[src/rtl/display_arb_pkg.sv]
// Shared types and constants for the 7-segment display arbiter.
package display_arb_pkg;

   typedef enum logic [1:0] {
      ST_IDLE  = 2'd0,
      ST_BLANK = 2'd1,
      ST_OWN   = 2'd2
   } state_e;

   localparam logic [7:0]  BLANK_PATTERN_DEFAULT = 8'hFF;
   localparam int unsigned HOLD_W  = 8;
   localparam int unsigned BLANK_W = 4;

endpackage

[src/rtl/prio_pick.sv]
// Combinational lowest-index-set-bit finder; index 0 has highest priority.
module prio_pick #(
   parameter  int unsigned N_REQ = 4,
   localparam int unsigned IDX_W = (N_REQ > 1) ? $clog2(N_REQ) : 1
)(
   input  logic [N_REQ-1:0] req_i,
   output logic [IDX_W-1:0] idx_c_o,
   output logic             valid_c_o
);

   // Scan high to low so the lowest set index wins last.
   always_comb begin
      idx_c_o = '0;
      for (int i = int'(N_REQ) - 1; i >= 0; i--) begin
         if (req_i[i]) idx_c_o = IDX_W'(i);
      end
   end

   assign valid_c_o = |req_i;

endmodule

[src/rtl/display_arbiter.sv]
// Fixed-priority owner of the shared 7-segment pad bus with minimum hold
// and a blanking gap on every owner change.
module display_arbiter
   import display_arb_pkg::*;
#(
   parameter  int unsigned N_REQ         = 4,
   parameter  int unsigned HOLD_CYCLES   = 16,
   parameter  int unsigned BLANK_CYCLES  = 2,
   parameter  logic [7:0]  BLANK_PATTERN = BLANK_PATTERN_DEFAULT,
   localparam int unsigned IDX_W         = (N_REQ > 1) ? $clog2(N_REQ) : 1
)(
   input  logic                 clk,
   input  logic                 rst,
   input  logic [N_REQ-1:0]     req,
   input  logic [8*N_REQ-1:0]   pattern,
   output logic [N_REQ-1:0]     grant,
   output logic [IDX_W-1:0]     owner_id,
   output logic [7:0]           seg_out,
   output logic                 switching
);

   localparam bit                 HAS_BLANK    = (BLANK_CYCLES != 0);
   localparam logic [BLANK_W-1:0] BLANK_RELOAD = HAS_BLANK ? BLANK_W'(BLANK_CYCLES - 1) : '0;
   localparam logic [HOLD_W-1:0]  HOLD_RELOAD  = HOLD_W'(HOLD_CYCLES);

   state_e               state_q, state_d;
   logic [IDX_W-1:0]     pending_q, pending_d;
   logic [IDX_W-1:0]     owner_q, owner_d;
   logic [BLANK_W-1:0]   blank_cnt_q, blank_cnt_d;
   logic [HOLD_W-1:0]    hold_cnt_q, hold_cnt_d;
   logic [N_REQ-1:0]     grant_q, grant_d;
   logic [IDX_W-1:0]     owner_id_q, owner_id_d;
   logic [7:0]           seg_q, seg_d;
   logic                 switching_q, switching_d;

   logic [IDX_W-1:0]     win_idx, pre_idx, switch_tgt;
   logic                 win_vld, pre_vld, switch_go;
   logic [N_REQ-1:0]     lower_mask;

   prio_pick #(.N_REQ(N_REQ)) u_pick_all (
      .req_i     (req),
      .idx_c_o   (win_idx),
      .valid_c_o (win_vld)
   );

   // Only requesters strictly above the current owner may preempt.
   always_comb begin
      lower_mask = '0;
      for (int i = 0; i < int'(N_REQ); i++) begin
         lower_mask[i] = (IDX_W'(i) < owner_q);
      end
   end

   prio_pick #(.N_REQ(N_REQ)) u_pick_pre (
      .req_i     (req & lower_mask),
      .idx_c_o   (pre_idx),
      .valid_c_o (pre_vld)
   );

   always_comb begin
      state_d     = state_q;
      pending_d   = pending_q;
      owner_d     = owner_q;
      blank_cnt_d = blank_cnt_q;
      hold_cnt_d  = hold_cnt_q;
      switch_go   = 1'b0;
      switch_tgt  = win_idx;

      unique case (state_q)
         ST_IDLE: begin
            hold_cnt_d  = '0;
            blank_cnt_d = '0;
            if (win_vld) switch_go = 1'b1;
         end
         ST_BLANK: begin
            if (!win_vld) begin
               state_d = ST_IDLE;
            end else if (!req[pending_q]) begin
               pending_d   = win_idx;
               blank_cnt_d = BLANK_RELOAD;
            end else if (blank_cnt_q == '0) begin
               state_d    = ST_OWN;
               owner_d    = pending_q;
               hold_cnt_d = HOLD_RELOAD;
            end else begin
               blank_cnt_d = blank_cnt_q - BLANK_W'(1);
            end
         end
         ST_OWN: begin
            if (!req[owner_q]) begin
               if (win_vld) switch_go = 1'b1;
               else         state_d   = ST_IDLE;
            end else if (hold_cnt_q == '0 && pre_vld) begin
               switch_go  = 1'b1;
               switch_tgt = pre_idx;
            end else if (hold_cnt_q != '0) begin
               hold_cnt_d = hold_cnt_q - HOLD_W'(1);
            end
         end
         default: state_d = ST_IDLE;
      endcase

      // With no blanking gap a new owner is granted on the same edge.
      if (switch_go) begin
         pending_d = switch_tgt;
         if (HAS_BLANK) begin
            state_d     = ST_BLANK;
            blank_cnt_d = BLANK_RELOAD;
         end else begin
            state_d    = ST_OWN;
            owner_d    = switch_tgt;
            hold_cnt_d = HOLD_RELOAD;
         end
      end

      grant_d     = '0;
      owner_id_d  = '0;
      seg_d       = BLANK_PATTERN;
      switching_d = (state_d == ST_BLANK);
      if (state_d == ST_OWN) begin
         grant_d    = N_REQ'(1) << owner_d;
         owner_id_d = owner_d;
         seg_d      = pattern[int'(owner_d)*8 +: 8];
      end
   end

   always_ff @(posedge clk or posedge rst) begin
      if (rst) begin
         state_q     <= ST_IDLE;
         pending_q   <= '0;
         owner_q     <= '0;
         blank_cnt_q <= '0;
         hold_cnt_q  <= '0;
         grant_q     <= '0;
         owner_id_q  <= '0;
         seg_q       <= BLANK_PATTERN;
         switching_q <= 1'b0;
      end else begin
         state_q     <= state_d;
         pending_q   <= pending_d;
         owner_q     <= owner_d;
         blank_cnt_q <= blank_cnt_d;
         hold_cnt_q  <= hold_cnt_d;
         grant_q     <= grant_d;
         owner_id_q  <= owner_id_d;
         seg_q       <= seg_d;
         switching_q <= switching_d;
      end
   end

   assign grant     = grant_q;
   assign owner_id  = owner_id_q;
   assign seg_out   = seg_q;
   assign switching = switching_q;

endmodule

[config.mk]
export PLATFORM = sky130hd
export DESIGN_NAME = display_arbiter
export DESIGN_NICKNAME = d
export VERILOG_FILES = /design/src/rtl/display_arb_pkg.sv /design/src/rtl/prio_pick.sv /design/src/rtl/display_arbiter.sv
export SDC_FILE = /design/constraint.sdc
export NUM_CORES = 1
export LEC_CHECK = 0
export BUFFER_PORTS_ARGS = -buffer_cell sky130_fd_sc_hd__buf_2
export CELL_PAD_IN_SITES_DETAIL_PLACEMENT = 1
export CELL_PAD_IN_SITES_GLOBAL_PLACEMENT = 2
export CORE_MARGIN = 2
export CORE_UTILIZATION = 34
export CTS_CLUSTER_SIZE = 16
export DETAILED_ROUTE_END_ITERATION = 10
export GPL_ROUTABILITY_DRIVEN = 1
export GPL_TIMING_DRIVEN = 0
export PLACE_DENSITY = 0.87
export REMOVE_ABC_BUFFERS = 1
export SKIP_LAST_GASP = 1
export SYNTH_ARGS = -nofsm -noshare
export SYNTH_HDL_FRONTEND = slang
export SYNTH_SLANG_ARGS = --single-unit
[constraint.sdc]
create_clock -name clk -period 6.2 [get_ports clk]
set_input_delay 1.24 -clock clk [delete_from_list [all_inputs] [get_ports clk]]
set_output_delay 1.24 -clock clk [all_outputs]
set_load 0.005 [all_outputs]
==> metrics.md, run 1 <==
| Metric | Value |
|---|---|
| Synthesis-stage register bit count | 33 |
| First-pass GRT wire length | 8.176 mm |
| Hold_buf cts | 0 |
| Drc violations | 0 |
| P_sw | 493.2 µW |
| RSZ-0062 raised after global routing | no |
| Post-synth EDFFs | 0 |
| Share of post-route cells with drive strength above 1 | 35.06% |
| Required time worst endpoint | 6.40 ns |
| CP Capture Type | register |
| Drt wl/cell | 15.07 µm |
| Critical R2R Capture | seg_out[1] |
| WHS | 0.5167 ns |
| Antenna violations before repair | 0 |
| Via density per instance | 5.390 |
| Most frequent cells in the layout | buf_2, dfrtp_1, o21ai_0 |
| Syn avg cell area | 10.02 µm² |
| Largest family of logic cells by synthesized area | simple AND/OR/NAND/NOR gates |
| Rel. slew slack | 52.81% |
| Largest net degree at the start of global routing | 34 |
| I/O Buffers | 52 |
| PwrDens | 479.4 nW/µm² |
| Post-CTS Setup Bufs | 0 |
| Die Footprint | 6398 µm² |
| # nets final | 296 |
| Mux share of post-synthesis cell area | 4.525% |
| Max-cap viol count | 0 |
| Gr ovfl total | 0 |
| Tmin final | 2.976 ns |
| Power share of the clock group | 18.4% |
| Worst Tran Pin Value | 0.7037 ns |
| Row count | 27 |
| Worst min path class | reg2reg |
| Max Buffers Root-to-Sink | 2 |
| Post-synthesis sequential area ratio | 42.57% |
| Clock Sinks | 33 |
| Mapped Cells | 196 |
| Worst hold start | hold_cnt_q[1] |
| Worst EP arrival | 3.18 ns |
| Core ar. | 5540 µm² |
| Startpoint types | input port |
| Most common cell after layout, fill and taps aside | buf_2 |
| Final HPWL DP | 3.668 mm |
| N_diodes | 0 |
| CTS Root Buffer Type | clkbuf_8 |
| Yosys cell types | 52 |
| CP max FO | 11 |
| Reg2reg start | blank_cnt_q[0] |
| Reg2Reg Setup Slack | 3.55 ns |
| Logic pwr share | 51.8% |
| Int Power | 667.5 µW |
| Synth Area in Compound Gates | 20.91% |
| Num CTS Buffers | 5 |
| Ys async rst share | 100.0% |
| Ys flop type | dfrtp_1 |
| Initial DRT Pass Iterations | 4 |
| Peak VDD IR | 169.7 µV |
| Chip Width | 79.99 µm |
| Area of the mapped netlist | 1963 µm² |
| Simple-Gate Fraction of Synth Area | 22.75% |
| Via count | 1741 |
| XOR/XNOR share of the synthesized area | 0% |
| Fill cell count | 681 |
| Total Wirelength | 4.869 mm |
| Synth area leader | dfrtp_1 |
| Skew final | 0.005401 ns |
| CTS tree | done |
| Vias in the first global route | 1790 |
| # IOs | 53 |
| Sw Ratio | 42.49% |
| Hold depth | 2 |
| Initial core utilization | 35.43% |
| Ratio of final minimum period to clock period | 48.01% |
| Area grow syn2layout | 23.33% |
| Critical path class | in2reg |
| Syn. warnings | 0 |
| Sequential Power Share | 29.8% |
| Die H | 79.99 µm |
| Hold Fails Final Rpt | 0 |
| Top cells by area, synth | dfrtp_1, dfstp_2, ha_1, o21ai_0, nand2b_1 |
| Post-cts gate resize count | 0 |
| Status | finished, final reports clean |
| Setup TNS Final | 0 ns |
| Worst-path clk slew | 0.07 ns |
| Routability cong. | 0.8362 |
| Antenna Violating Nets Remaining | 0 |
| Reg2Reg Depth | 7 |
| Final-report setup violation count | 0 |
| DRT iter0 DRCs | 55 |
| Max Clk Rate | 336.0 MHz |
| Leak | 0.001083 µW |
| Total track usage | 16.48% |
| Worst-Skew Late Latency | 0.29 ns |
| H-tree levels | 2 |
| Share of the synthesized area in the top cell type | 31.87% |
| Slew Viols, Final | 0 |
| Post-Synth Adder-Cell Area | 5.099% |
| Hold Path Sink | hold_cnt_q[1] |
-- cell families after synthesis --
kind of cell | after synthesis
and+or+nand+nor | 77
AOI/OAI and AO/OA | 54
DFF | 33
buffers and inverters | 18
adders and majority gates | 8
muxes | 6
-- stage by stage --
step	std cells	power [µW]	cell area (µm²)	utilization (%)	setup slack [ns]
final	323	1161	2421	43.70	3.224
after global routing	323	1272	2421	43.70	3.117
after detailed placement	314	953.8	2277	41.10	2.894
after global placement	314	939.2	2277	41.10	2.910
after floorplan	190	782.6	1927	-	3.342
after CTS	322	1176	2394	43.20	3.200
-- worst max path at each step --
stage	start	to	slack, ns	cells after the start
floorplan	req[1]	pending_q[0]	3.34	5
global placement	req[1]	seg_out[1]	2.91	6
detailed placement	req[1]	seg_out[1]	2.89	6
CTS	req[1]	seg_out[1]	3.20	6
global route	req[1]	seg_out[2]	3.12	7
finish	req[1]	seg_out[1]	3.22	6
-- routing by layer --
metal | share of wire [%] | vias to the layer above | routed length [µm] | global-route usage [%]
li1 | - | 833 | - | -
met1 | 43 | 855 | 2076 | 19.59
met2 | 50 | 46 | 2432 | 28.33
met3 | 5.7 | 7 | 278 | 3.733
met4 | 1.7 | 0 | 82 | 7.119
met5 | 0 | - | 0 | 0
-- cells in the mapped netlist, types with 2 or more instances --
master,instances
mux2_2,3
nor3_2,2
a21oi_1,6
nand3_1,4
and3_1,3
nand2_1,10
o21ai_0,20
ha_1,8
mux4_2,2
dfstp_2,8
nor3_1,4
a222oi_1,8
o2bb2ai_1,2
dfrtp_1,25
o31ai_1,4
nand2b_1,13
nor2_1,17
nand3b_1,10
inv_1,12
clkbuf_1,2
o31ai_2,2
-- worst max-delay path: stages --
cell and delay (ns):
buf_2 0.15, or4_4 0.59, a221oi_4 0.42, and3b_2 0.29
nand2_1 0.23, nand3b_1 0.25
-- power by group through the flow --
stage / registers (µW) / logic, µW / clock network [µW]
global route: 357 / 686 / 229
detailed placement: 350 / 604 / 0
CTS: 347 / 609 / 220
finish: 346 / 602 / 213
floorplan: 337 / 445 / 0
global placement: 349 / 590 / 0
-- registers in the layout, summed over array words and instances (netlist names) --
register	count
seg_out	8
state_q	2
pending_q	2
hold_cnt_q	8
switching	1
grant	4
owner_q	2
blank_cnt_q	4
owner_id	2
-- final cells by class --
type | count | area (µm²) | share of cell area, %
clock buffer | 7 | 86.33 | 3.566
multi-input combinational | 145 | 1046 | 43.20
clock inverter | 1 | 30.03 | 1.240
inverter | 12 | 45.04 | 1.860
timing repair buffer | 53 | 287.8 | 11.89
tap | 72 | 90.09 | 3.721
sequential | 33 | 835.8 | 34.52
(Power assumes the default switching activity.)
==> inputs of run 2 (changes only) <==
Settings changed: ABC_AREA set to 1, CORE_UTILIZATION 34 to 26, PLACE_DENSITY 0.87 to 0.78.
Clock period 6.2 ns to 2.5 ns, I/O delays scaled along.
==> metrics.md, run 2 <==
| Metric | Value |
|---|---|
| Status | finished, final reports clean |
| Die H | 95.11 µm |
| Vias in the first global route | 2234 |
| Total track usage | 14.50% |
| CP Capture Type | register |
| First-pass GRT wire length | 10.43 mm |
| Post-synth EDFFs | 0 |
| N_diodes | 0 |
| I/O Buffers | 52 |
| Worst EP arrival | 2.40 ns |
| Clock Sinks | 33 |
| Synthesis-stage register bit count | 33 |
| Required time worst endpoint | 2.72 ns |
| Initial core utilization | 26.53% |
| Post-Synth Adder-Cell Area | 4.638% |
| Ys async rst share | 100.0% |
| Synth area leader | dfrtp_1 |
| PwrDens | 1244 nW/µm² |
| Leak | 0.001329 µW |
| Share of the synthesized area in the top cell type | 28.99% |
| Synth Area in Compound Gates | 7.188% |
| Rel. slew slack | 51.89% |
| Routability cong. | 0.7399 |
| Via density per instance | 4.673 |
| Slew Viols, Final | 0 |
| Worst Tran Pin Value | 0.7206 ns |
| Simple-Gate Fraction of Synth Area | 40.64% |
| Final-report setup violation count | 0 |
| Synth top cells by count | nand2_1, nand3_1, inv_1, dfrtp_1, nor2_1 |
| Finished layout cell area | 2624 µm² |
| Die Footprint | 9046 µm² |
| Met3 Track Usage GR | 3.241% |
| Largest family of logic cells by synthesized area | simple AND/OR/NAND/NOR gates |
| Gr ovfl total | 0 |
| Hold Fails Final Rpt | 0 |
| Antenna violations before repair | 0 |
| Share of post-route cells with drive strength above 1 | 25.71% |
| XOR/XNOR share of the synthesized area | 1.217% |
| Top cells by area, synth | dfrtp_1, nand2_1, nand3_1, dfstp_2, inv_1 |
| Largest net degree at the start of global routing | 34 |
| Most frequent cells in the layout | nand2_1, nand3_1, buf_2 |
| Skew final | 0.004904 ns |
| Mapped Cells | 296 |
| Area grow syn2layout | 21.57% |
| Core ar. | 8134 µm² |
| # nets final | 395 |
| Max-cap viol count | 0 |
| Drt wl/cell | 13.20 µm |
| Tmin final | 2.178 ns |
| Area after detailed placement | 2506 µm² |
| Syn. warnings | 0 |
| Pre-CTS setup slack | 0.06270 ns |
| Post-synthesis sequential area ratio | 38.72% |
| Slowest CP cell | o21ai_2 |
| Antenna Violating Nets Remaining | 0 |
| Crit-path cells | inv_1 -> ha_1 -> nor3b_2 -> nand3_4 -> o21ai_2 -> nand3_1 -> nand2_1 -> nand2_1 |
| Most common cell after layout, fill and taps aside | nand2_1 |
| WHS | 0.3236 ns |
| # IOs | 53 |
| GR met1 Demand/Resource | 18.31% |
| Max Clk Rate | 459.2 MHz |
| Row count | 33 |
| Drc violations | 0 |
| Worst-Skew Late Latency | 0.29 ns |
| Total Wirelength | 6.008 mm |
| Setup slack after layout | 0.3222 ns |
| Critical path class | reg2reg |
| Initial DRT Pass Iterations | 4 |
| Peak VDD IR | 297.2 µV |
| Mux share of post-synthesis cell area | 0% |
| Worst-path clk slew | 0.07 ns |
| Final HPWL DP | 4.637 mm |
| Via count | 2126 |
| Num CTS Buffers | 5 |
| Setup TNS Final | 0 ns |
| H-tree levels | 2 |
| Grt met2 use | 24.30% |
| CTS Root Buffer Type | clkbuf_8 |
| Gr busiest metal | met2 |
| CP max FO | 11 |
| CTS tree | done |
| Most instantiated library cell after synthesis | nand2_1 |
| Worst min path class | in2async |
| RSZ-0062 raised after global routing | no |
| Yosys cell types | 29 |
| DRT iter0 DRCs | 51 |
| Area of the mapped netlist | 2158 µm² |
| Ratio of final minimum period to clock period | 87.11% |
| Most used cell, CP | nand2_1 |
| Fin util | 32.26% |
| Chip Width | 95.11 µm |
| Startpoint types | register |
| Ys flop type | dfrtp_1 |
| Critical path's largest stage delay | 0.50 ns |
| Hold_buf cts | 0 |
| Syn avg cell area | 7.292 µm² |
| Max Buffers Root-to-Sink | 2 |
| Fill cell count | 1025 |
run 2: cell count changes after synthesis, moves of 4 or more:
| cell | change |
|---|---|
| nor2_1 | +5 |
| a222oi_1 | -8 |
| inv_2 | +4 |
| nand2_1 | +73 |
| o31ai_1 | -4 |
| nand3b_1 | -7 |
| nand2b_1 | -13 |
| inv_1 | +16 |
| nand3_1 | +53 |
run 2: per-layer routing:
| layer | up-vias | wire [µm] |
|---|---|---|
| met5 | - | 0 |
| met4 | 0 | 80 |
| met2 | 47 | 2913 |
| met1 | 995 | 2739 |
| li1 | 1075 | - |
| met3 | 9 | 274 |
run 2: path summary, 6_finish.rpt:
check / startpoint / end / slack [ns] / cells after the start
max: blank_cnt_q[0] / seg_out[5] / 0.32 / 8
min: rst / blank_cnt_q[2] / 0.32 / 2
max reg2reg: blank_cnt_q[0] / seg_out[5] / 0.32 / 8
min reg2reg: hold_cnt_q[7] / hold_cnt_q[7] / 0.52 / 2
max in group asynchronous: rst / pending_q[1] / 1.72 / 2
min in group clk: pattern[28] / seg_out[4] / 0.50 / 5
run 2: worst max-delay path, delay by kind of cell (launching register included):
kind | cells | cell delay, ns
fa+ha+maj | 1 | 0.17
buf+inv | 1 | 0.07
flops | 1 | 0.42
compound gates | 1 | 0.50
simple gates | 5 | 0.95
run 2: power by group:
part / switching (µW) / total, µW / internal, µW
sequential: 139 / 845 / 706
clock: 214 / 463 / 249
combinational: 1320 / 1960 / 639
run 2: stage by stage:
stage | power (µW) | instances
2_1_floorplan | 2265 | 290
3_3_place_gp | 2767 | 447
3_5_place_dp | 2806 | 447
4_1_cts | 3294 | 455
5_1_grt | 3632 | 455
6_report | 3265 | 455
run 2: timing repair:
action / 4_1_cts / 5_1_grt
setup endpoints to repair: 0 / 12
buffers inserted: 0 / 0
resized for setup: 0 / 3
run 2: logic make-up (layout without fill, tap and decap cells):
| family | after synthesis | in the layout |
|---|---|---|
| AND/OR/NAND/NOR | 185 | 185 |
| buffers and inverters | 38 | 92 |
| flip-flops | 33 | 33 |
| AO/OA/AOI/OAI | 29 | 29 |
| adder cells (fa/ha/maj) | 8 | 8 |
| XOR/XNOR | 3 | 3 |
run 2: layout make-up:
class	instances	area (µm²)	area share, %
inverters	32	120.1	4.578
multi-input cells	225	1175	44.78
flip-flops and latches	33	835.8	31.86
well taps	105	131.4	5.007
clock inverters	1	5.005	0.1907
clock buffers	7	96.34	3.672
repair buffers	52	260.3	9.919
==> inputs of run 3 (changes only) <==
Settings changed: CORE_MARGIN 2 to 8.
==> metrics.md, run 3 (synthesis gave the netlist of run 2 again) <==
| Metric | Value |
|---|---|
| Sw Ratio | 49.15% |
| Drc violations | 0 |
| Max Clk Rate | 440.5 MHz |
| PwrDens | 1281 nW/µm² |
| Most frequent cells in the layout | nand2_1, nand3_1, buf_2 |
| Total Wirelength | 6.433 mm |
| DRT iter0 DRCs | 94 |
| Final-report setup violation count | 0 |
| Overall power | 3443 µW |
| Initial DRT Pass Iterations | 4 |
| CTS tree | done |
| Rel. slew slack | 59.48% |
| Tmin final | 2.270 ns |
| Status | finished, final reports clean |
| Dpl cells | 448 |
| CP Capture Type | register |
| Initial core utilization | 26.53% |
| Worst-path clk slew | 0.08 ns |
| Clock Sinks | 33 |
| Non-Filler Instances | 456 |
| CTS Root Buffer Type | clkbuf_8 |
| Num CTS Buffers | 5 |
| N_diodes | 0 |
| Share of post-route cells with drive strength above 1 | 25.64% |
| CP max FO | 12 |
| Ratio of final minimum period to clock period | 90.81% |
| RSZ-0062 raised after global routing | no |
| Gr ovfl total | 0 |
| WP buf/inv | 1 |
| Total track usage | 11.96% |
| Post-CTS Setup Bufs | 0 |
| Crit-path cells | inv_1 -> ha_1 -> nand3_4 -> o21ai_2 -> nand3_1 -> nand2_1 -> nand2_1 |
| Drt wl/cell | 14.11 µm |
| Antenna violations before repair | 0 |
| Area grow syn2layout | 24.52% |
| Routability cong. | 0.7765 |
| Peak VDD IR | 352.9 µV |
| Antenna Violating Nets Remaining | 0 |
| Die H | 107.1 µm |
| Sequential Power Share | 24.5% |
| Register Area | 835.8 µm² |
| Area after detailed placement | 2534 µm² |
| Via count | 2122 |
| Max-cap viol count | 0 |
| Die Footprint | 11470 µm² |
| Critical path class | reg2reg |
| Slowest CP cell | ha_1 |
| P_sw | 1692 µW |
| Worst min path class | in2async |
| Fill cell count | 1035 |
| Int Power | 1750 µW |
| Hold_buf cts | 0 |
| Vias in the first global route | 2423 |
| Worst EP arrival | 2.49 ns |
| Finished layout cell area | 2688 µm² |
| Logic pwr share | 57.4% |
| Worst Tran Pin Value | 0.6072 ns |
| Leak | 0.001357 µW |
| First-pass GRT wire length | 11.36 mm |
| Chip Width | 107.1 µm |
| Power share of the clock group | 18.1% |
| Row count | 33 |
| Largest net degree at the start of global routing | 23 |
| Fin util | 33.04% |
| Critical path's largest stage delay | 0.57 ns |
| Skew final | 0.01170 ns |
| Max Buffers Root-to-Sink | 2 |
| Most used cell, CP | nand2_1 |
| Setup TNS Final | 0 ns |
| Worst-Skew Late Latency | 0.29 ns |
| CP Depth | 7 |
| Core ar. | 8134 µm² |
| Hold Fails Final Rpt | 0 |
| Slew Viols, Final | 0 |
| Via density per instance | 4.654 |
| H-tree levels | 2 |
| Startpoint types | register |
| Final HPWL DP | 5.088 mm |
| Critical path's top delay family | simple AND/OR/NAND/NOR gates |
| # nets final | 396 |
| # IOs | 53 |
| Area of the multi-input gates | 1175 µm² |
| I/O Buffers | 52 |
| Reg2Reg Depth | 7 |
| Most common cell after layout, fill and taps aside | nand2_1 |
| Required time worst endpoint | 2.72 ns |
run 3: cell count changes in the layout (fill, tap and decap cells not counted):
cell / previous run / this run
buf_16: 0 / 1
bufinv_16: 0 / 2
clkbuf_8: 7 / 5
clkinv_2: 1 / 0
inv_1: 27 / 28
inv_2: 5 / 4
inv_6: 0 / 1
run 3: worst paths after layout:
path	end	start	slack, ns
max	seg_out[0]	state_q[1]	0.23
min	pending_q[1]	rst	0.27
max reg2reg	seg_out[0]	state_q[1]	0.23
min reg2reg	hold_cnt_q[7]	hold_cnt_q[7]	0.53
max in group asynchronous	seg_out[6]	rst	1.63
min in group clk	seg_out[0]	pattern[24]	0.51
run 3: per-stage QoR:
stage	hold WS [ns]	setup slack, ns
CTS	0.2829	0.08168
global placement	0.4947	0.05473
global route	0.3247	0.01382
floorplan	0.4647	0.6409
detailed placement	0.5097	-0.02942
finish	0.2663	0.2296
run 3: area by class of cell:
class                           instances  area share (%)
Clock buffer                            5           2.561
Clock inverter                          3           2.561
Inverter                               32           4.469
Multi-Input combinational cell        225           43.72
Sequential cell                        33           31.10
Tap cell                              105           4.888
Timing Repair Buffer                   53           10.71
run 3: repair_timing:
item	in CTS	in global routing
resized for setup	1	2
hold endpoints to repair	0	0
endpoints found under the setup margin	1	11
run 3: metal layers:
metal	wire, µm	up-vias	GRT usage, %	share of wire [%]
met3	359	5	3.959	5.6
li1	-	1078	-	-
met2	3074	44	20.87	48
met5	0	-	0	0
met1	2962	995	13.98	46
met4	37	0	2.111	0.58
run 3: power by group through the flow:
stage	logic (µW)	registers (µW)	clock network, µW
final	1980	844	623
after global placement	1930	849	0
after CTS	1990	845	644
after detailed placement	1970	852	0
after global routing	2290	870	663
after floorplan	1440	826	0
